$ cat src/rtl/softmax_row_feeder_if.sv
// Handshake bundle between the systolic output buffer, the row feeder and softmax.
//   col_valid/col_data : skewed per-column results (column j at [DATA_W*j +: DATA_W])
//   Xi/softmax_en      : aligned row presented to softmax, same packing
//   softmax_ready      : softmax accepts Xi this cycle
// slave modport is the feeder's view; master is the surrounding environment.
interface softmax_row_feeder_if #(
  parameter int ARRAYWIDTH = 4,
  parameter int DATA_W     = 32
);
  logic [ARRAYWIDTH-1:0]        col_valid;
  logic [ARRAYWIDTH*DATA_W-1:0] col_data;
  logic [ARRAYWIDTH*DATA_W-1:0] Xi;
  logic                         softmax_en;
  logic                         softmax_ready;

  modport slave  (input  col_valid, col_data, softmax_ready, output Xi, softmax_en);
  modport master (output col_valid, col_data, softmax_ready, input  Xi, softmax_en);
endinterface

$ cat src/rtl/softmax_row_feeder.sv
// Deskew-and-buffer stage in front of softmax. Each column is delayed so that all
// elements of a row line up, complete rows go into a show-ahead FIFO, and the head
// row is offered to softmax with a valid/ready handshake.
//   clk, rst   : clock, asynchronous active-high reset
//   bus        : column inputs and softmax handshake (slave modport)
//   clr_flags  : synchronous clear of sticky flags (a same-cycle event wins)
//   overflow   : sticky, a complete row was dropped on a full FIFO
//   skew_err   : sticky, aligned valids disagreed (row discarded)
//   row_cnt    : rows handed to softmax, wraps at 2^16

// One column's delay line: STAGES register stages, valid and data move together.
module deskew_lane #(
  parameter int DATA_W = 32,
  parameter int STAGES = 0
) (
  input  logic              clk,
  input  logic              rst,
  input  logic              in_vld,
  input  logic [DATA_W-1:0] in_data,
  output logic              out_vld,
  output logic [DATA_W-1:0] out_data
);
  generate
    if (STAGES == 0) begin : g_pass
      assign out_vld  = in_vld;
      assign out_data = in_data;
    end else begin : g_dly
      logic [STAGES-1:0]             vld_pipe;
      logic [STAGES-1:0][DATA_W-1:0] dat_pipe;

      always_ff @(posedge clk or posedge rst) begin
        if (rst) begin
          vld_pipe <= '0;
          dat_pipe <= '0;
        end else begin
          vld_pipe[0] <= in_vld;
          dat_pipe[0] <= in_data;
          for (int s = 1; s < STAGES; s++) begin
            vld_pipe[s] <= vld_pipe[s-1];
            dat_pipe[s] <= dat_pipe[s-1];
          end
        end
      end

      assign out_vld  = vld_pipe[STAGES-1];
      assign out_data = dat_pipe[STAGES-1];
    end
  endgenerate
endmodule

module softmax_row_feeder #(
  parameter int ARRAYWIDTH = 4,
  parameter int DATA_W     = 32,
  parameter int DEPTH      = 4
) (
  input  logic                 clk,
  input  logic                 rst,
  softmax_row_feeder_if.slave  bus,
  input  logic                 clr_flags,
  output logic                 overflow,
  output logic                 skew_err,
  output logic [15:0]          row_cnt
);
  localparam int PTR_W = $clog2(DEPTH);

  logic [ARRAYWIDTH-1:0]             al_vld;
  logic [ARRAYWIDTH-1:0][DATA_W-1:0] al_data;

  // Column j waits ARRAYWIDTH-1-j cycles so it meets the last column.
  generate
    for (genvar j = 0; j < ARRAYWIDTH; j++) begin : g_lane
      deskew_lane #(.DATA_W(DATA_W), .STAGES(ARRAYWIDTH-1-j)) u_lane (
        .clk      (clk),
        .rst      (rst),
        .in_vld   (bus.col_valid[j]),
        .in_data  (bus.col_data[DATA_W*j +: DATA_W]),
        .out_vld  (al_vld[j]),
        .out_data (al_data[j])
      );
    end
  endgenerate

  logic row_done, row_bad;
  assign row_done = &al_vld;
  assign row_bad  = (|al_vld) & ~row_done;

  logic [DEPTH-1:0][ARRAYWIDTH*DATA_W-1:0] mem;
  logic [PTR_W-1:0] wr_ptr, rd_ptr;
  logic [PTR_W:0]   count;
  logic empty, full, pop, push, drop;

  assign empty = (count == '0);
  assign full  = (count == (PTR_W+1)'(DEPTH));
  assign pop   = ~empty & bus.softmax_ready;
  // A pop frees the slot in the same cycle, so a full FIFO can still take a row.
  assign push  = row_done & (~full | pop);
  assign drop  = row_done & full & ~pop;

  assign bus.softmax_en = ~empty;
  assign bus.Xi         = empty ? '0 : mem[rd_ptr];

  // Storage needs no reset: it is only visible through a non-empty head.
  always_ff @(posedge clk) begin
    if (push) mem[wr_ptr] <= al_data;
  end

  always_ff @(posedge clk or posedge rst) begin
    if (rst) begin
      wr_ptr   <= '0;
      rd_ptr   <= '0;
      count    <= '0;
      overflow <= 1'b0;
      skew_err <= 1'b0;
      row_cnt  <= '0;
    end else begin
      if (push) wr_ptr <= wr_ptr + PTR_W'(1);
      if (pop) begin
        rd_ptr  <= rd_ptr + PTR_W'(1);
        row_cnt <= row_cnt + 16'd1;
      end
      case ({push, pop})
        2'b10:   count <= count + (PTR_W+1)'(1);
        2'b01:   count <= count - (PTR_W+1)'(1);
        default: count <= count;
      endcase
      if (drop)           overflow <= 1'b1;
      else if (clr_flags) overflow <= 1'b0;
      if (row_bad)        skew_err <= 1'b1;
      else if (clr_flags) skew_err <= 1'b0;
    end
  end
endmodule

$ cat src/flat_wrapper.sv
// flat-port wrapper written by rule: the top's interface ports become plain ports
module softmax_row_feeder_flat 
#(
  parameter int ARRAYWIDTH = 4,
  parameter int DATA_W     = 32,
  parameter int DEPTH      = 4
)
  (clk, rst, clr_flags, overflow, skew_err, row_cnt, bus_col_valid, bus_col_data, bus_softmax_ready, bus_Xi, bus_softmax_en);
  softmax_row_feeder_if #(.ARRAYWIDTH(ARRAYWIDTH), .DATA_W(DATA_W)) bus_i ();
  input  logic clk;
  input  logic rst;
  input  logic clr_flags;
  output logic overflow;
  output logic skew_err;
  output logic [15:0] row_cnt;
  input wire logic [$bits(bus_i.col_valid)-1:0] bus_col_valid;
  input wire logic [$bits(bus_i.col_data)-1:0] bus_col_data;
  input wire logic [$bits(bus_i.softmax_ready)-1:0] bus_softmax_ready;
  output wire logic [$bits(bus_i.Xi)-1:0] bus_Xi;
  output wire logic [$bits(bus_i.softmax_en)-1:0] bus_softmax_en;
  assign bus_i.col_valid = bus_col_valid;
  assign bus_i.col_data = bus_col_data;
  assign bus_i.softmax_ready = bus_softmax_ready;
  assign bus_Xi = bus_i.Xi;
  assign bus_softmax_en = bus_i.softmax_en;
  softmax_row_feeder #(.ARRAYWIDTH(ARRAYWIDTH), .DATA_W(DATA_W), .DEPTH(DEPTH)) u_core (.clk(clk), .rst(rst), .bus(bus_i), .clr_flags(clr_flags), .overflow(overflow), .skew_err(skew_err), .row_cnt(row_cnt));
endmodule
$ cat config.mk
export PLATFORM = sky130hd
export DESIGN_NAME = softmax_row_feeder_flat
export DESIGN_NICKNAME = d
export VERILOG_FILES = /design/src/rtl/softmax_row_feeder_if.sv /design/src/rtl/softmax_row_feeder.sv /design/src/flat_wrapper.sv
export SDC_FILE = /design/constraint.sdc
export NUM_CORES = 1
export LEC_CHECK = 0
export BUFFER_PORTS_ARGS = -buffer_cell sky130_fd_sc_hd__buf_2
export CORE_ASPECT_RATIO = 0.5
export CORE_MARGIN = 1.5
export CORE_UTILIZATION = 45
export DETAILED_ROUTE_END_ITERATION = 12
export PLACE_DENSITY = 0.69
export REMOVE_ABC_BUFFERS = 1
export SYNTH_ARGS = -nofsm -noshare
export SYNTH_HDL_FRONTEND = slang
export SYNTH_SLANG_ARGS = --single-unit
$ cat constraint.sdc
create_clock -name clk -period 7.3 [get_ports clk]
set_input_delay 0.365 -clock clk [delete_from_list [all_inputs] [get_ports clk]]
set_output_delay 0.365 -clock clk [all_outputs]
set_load 0.02 [all_outputs]
==> metrics <==
status finished, final reports clean; die area 58200 um^2; Worst Setup SP u_core.rd_ptr[1]; vias in the first global route 13200; R2R cell count 5; first-pass GRT wire length 76.3 mm; CP max FO 68; Sw Ratio 0.301; drt wl/cell 21.1 um; synth warn 0; area delta synth->final 22.1%; period utilization 0.532; register bit total from synthesis between 700 and 800; cts bufs inserted 61; cell family with most CP delay flip-flops; Critical Path AT between 3000 and 4000 ps; fmax approximately 0.26 GHz; final core utilization 0.558; post-synthesis mux area share 0.113; Synth Area in XOR/XNOR 0.00721; DR vias around 12000; buffers added on ports 282; Final min period 3880 ps; final clock skew 23.1 ps; largest net degree at the start of global routing 104; critical path type flop to primary output; Synth Area in Adders 0.00373; P_leak 11.4 nW; CTS clk-pin slew, worst paths around 70 ps; antenna violations before repair 1; NetSw 3.38 mW; Worst Hold Depth 3; post-synthesis simple-gate area fraction 0.0397; slowest CP cell dfrtp_4; max-cap viol count 0; clock root cell clkbuf_16; drt first pass iters 5; num ports 283; num rows 61; die height 171 um; commonest cells in the netlist edfxtp_1, dfrtp_1, and2_1; DPL Wire Length 28.7 mm; initial detailed-routing violation count about 770; clock buffer depth 3; clk sinks around 740; CP required 6930 ps; Logic pwr share 0.267; Seq/Total Area, Yosys 0.822; Synth Area in Compound Gates 0.00211; Synth top area share 0.603; Max transition margin 0.255; CORE AREA ~56000 um^2; initial core utilization 0.457; CP Capture Type primary output; crit path cell chain buf_4, mux4_2, and2_1, buf_2; Critical path buffers and inverters 2; Slew Viols, Final 0; final-report setup violation count 0; post-synth top area cell edfxtp_1; Setup Buffers After CTS 0; async set or reset register ratio after synthesis 0.303; Clk Latency, worst-skew pair around 610 ps; largest family of logic cells by synthesized area multiplexers; TritonCTS clock tree done; syn_area_per_cell about 23 um^2; hold path startpoint bus_softmax_ready; worst r2r src u_core.count[0]; class of the worst hold path input pin to flop; Synth Flop Type edfxtp_1; vias per inst roughly 5; grt total ovfl 0; share of layout cells above drive strength 1 0.330; RR Endpoint u_core.mem[106]; Sequential Power Share 0.437; CP Launch Type flop; WHS Endpoint u_core.rd_ptr[0]; Post-synth EDFFs between 500 and 600; clock power share 0.296; largest cells by area after synthesis edfxtp_1, dfrtp_1, mux4_2; Tot GR Track Use 0.172; maximum VDD drop 0.231 mV; gp weighted congestion 0.735; WL final 50.2 mm; Yosys cell types 34; TNS Setup 0 ps; CTS H-tree lvls 2; drt drc 0; CP max stage delay 1130 ps; P_int 7.83 mW; die extent in x ~340 um; CP Depth 4; Post-layout nets 1710; Worst-Margin Slew between 1000 and 1500 ps; Final Hold Viols 0; RSZ-0062 raised after global routing no; antenna viol nets, final 0; reg2reg setup slack around 4500 ps; power per cell area 360 nW/um^2; cell area after synthesis about 26000 um^2; most frequent cell after synthesis edfxtp_1; Cells after Synth 1118
[how the worst max path moves through the flow]
stage	end	slack (ps)
finish	bus_Xi[8]	3420
global route	bus_Xi[45]	3280
CTS	bus_Xi[8]	3380
detailed placement	bus_Xi[8]	4030
global placement	bus_Xi[8]	4050
floorplan	u_core.count[0]	830
[cells in the final DEF, fill, tap and decap left out, types with 6 or more instances in the layout]
master,n
inv_1,8
xor2_1,6
dfrtp_1,221
edfxtp_1,512
mux4_2,128
dlygate4sd3_1,133
clkbuf_8,10
and2_1,128
buf_2,282
xnor2_1,15
nand3_1,7
ha_1,6
clkbuf_16,64
clkinv_2,9
nand2_1,12
clkbuf_1,13
buf_4,13
[kinds of logic (layout without fill, tap and decap cells)]
| logic type | count (synthesis) | count (layout) |
|---|---|---|
| AOI/OAI and AO/OA | 5 | 5 |
| xor gates and xnor gates | 21 | 21 |
| adders and majority gates | 7 | 7 |
| buffers and inverters | 53 | 555 |
| DFF | 735 | 735 |
| muxes | 129 | 129 |
| other | 0 | 2 |
| and+or+nand+nor | 168 | 168 |
[state kept, by name, summed over array words and instances (netlist names)]
register / cells
u_core.mem: 512
u_core.g_lane.u_lane.g_dly.dat_pipe: 96
u_core.g_lane.u_lane.out_data: 96
u_core.row_cnt: 16
u_core.g_lane.u_lane.g_dly.vld_pipe: 5
u_core.count: 3
u_core.rd_ptr: 2
u_core.wr_ptr: 2
u_core.g_lane.u_lane.out_vld: 1
u_core.overflow: 1
u_core.skew_err: 1
[per-layer routing]
layer / up-vias / track usage / wire length [um]
met4: 0 / 0.0609 / 1470
met3: 85 / 0.0255 / 1550
met2: 219 / 0.319 / 27900
li1: 5237 / - / -
met5: - / 0 / 0
met1: 6338 / 0.208 / 19300
[tightest hold or removal path, cell delays in order]
cell and delay, ps:
buf_2 130, o31ai_4 120, xnor2_1 70
[what timing repair did]
| item | 4_1_cts | 5_1_grt |
|---|---|---|
| hold buffers | 133 | 0 |
| resized for setup | 0 | 0 |
| hold endpoints to repair | 330 | 0 |
| setup endpoints to repair | 0 | 0 |
[layout make-up]
cell class                 count  area (um^2)
tap                          756          946
inverter                      10         45.0
clock inverter                29          275
fill                        4084        24700
sequential                   735        21000
clock buffer                  87         1790
multi-input combinational    330         4250
antenna                        2         5.00
timing repair buffer         429         2860
[power groups by stage]
stage,logic [mW],registers (mW),clock network (mW)
global route,3.20,4.93,3.55
CTS,3.06,4.90,3.39
finish,2.99,4.90,3.31
floorplan,2.06,5.09,0
detailed placement,2.99,4.99,0
global placement,2.97,4.97,0
[stage by stage]
stage	hold slack, ps	cells	cell area, um^2	total power, mW	setup slack (ps)
2_1_floorplan	331	1075	25200	7.15	829
3_3_place_gp	333	2127	27700	7.94	4050
3_5_place_dp	335	2127	27700	7.98	4030
4_1_cts	95.6	2376	31100	11.4	3380
5_1_grt	124	2377	31100	11.7	3280
6_report	134	2378	31100	11.2	3420
Note: power is estimated with default switching activity, not from simulation.
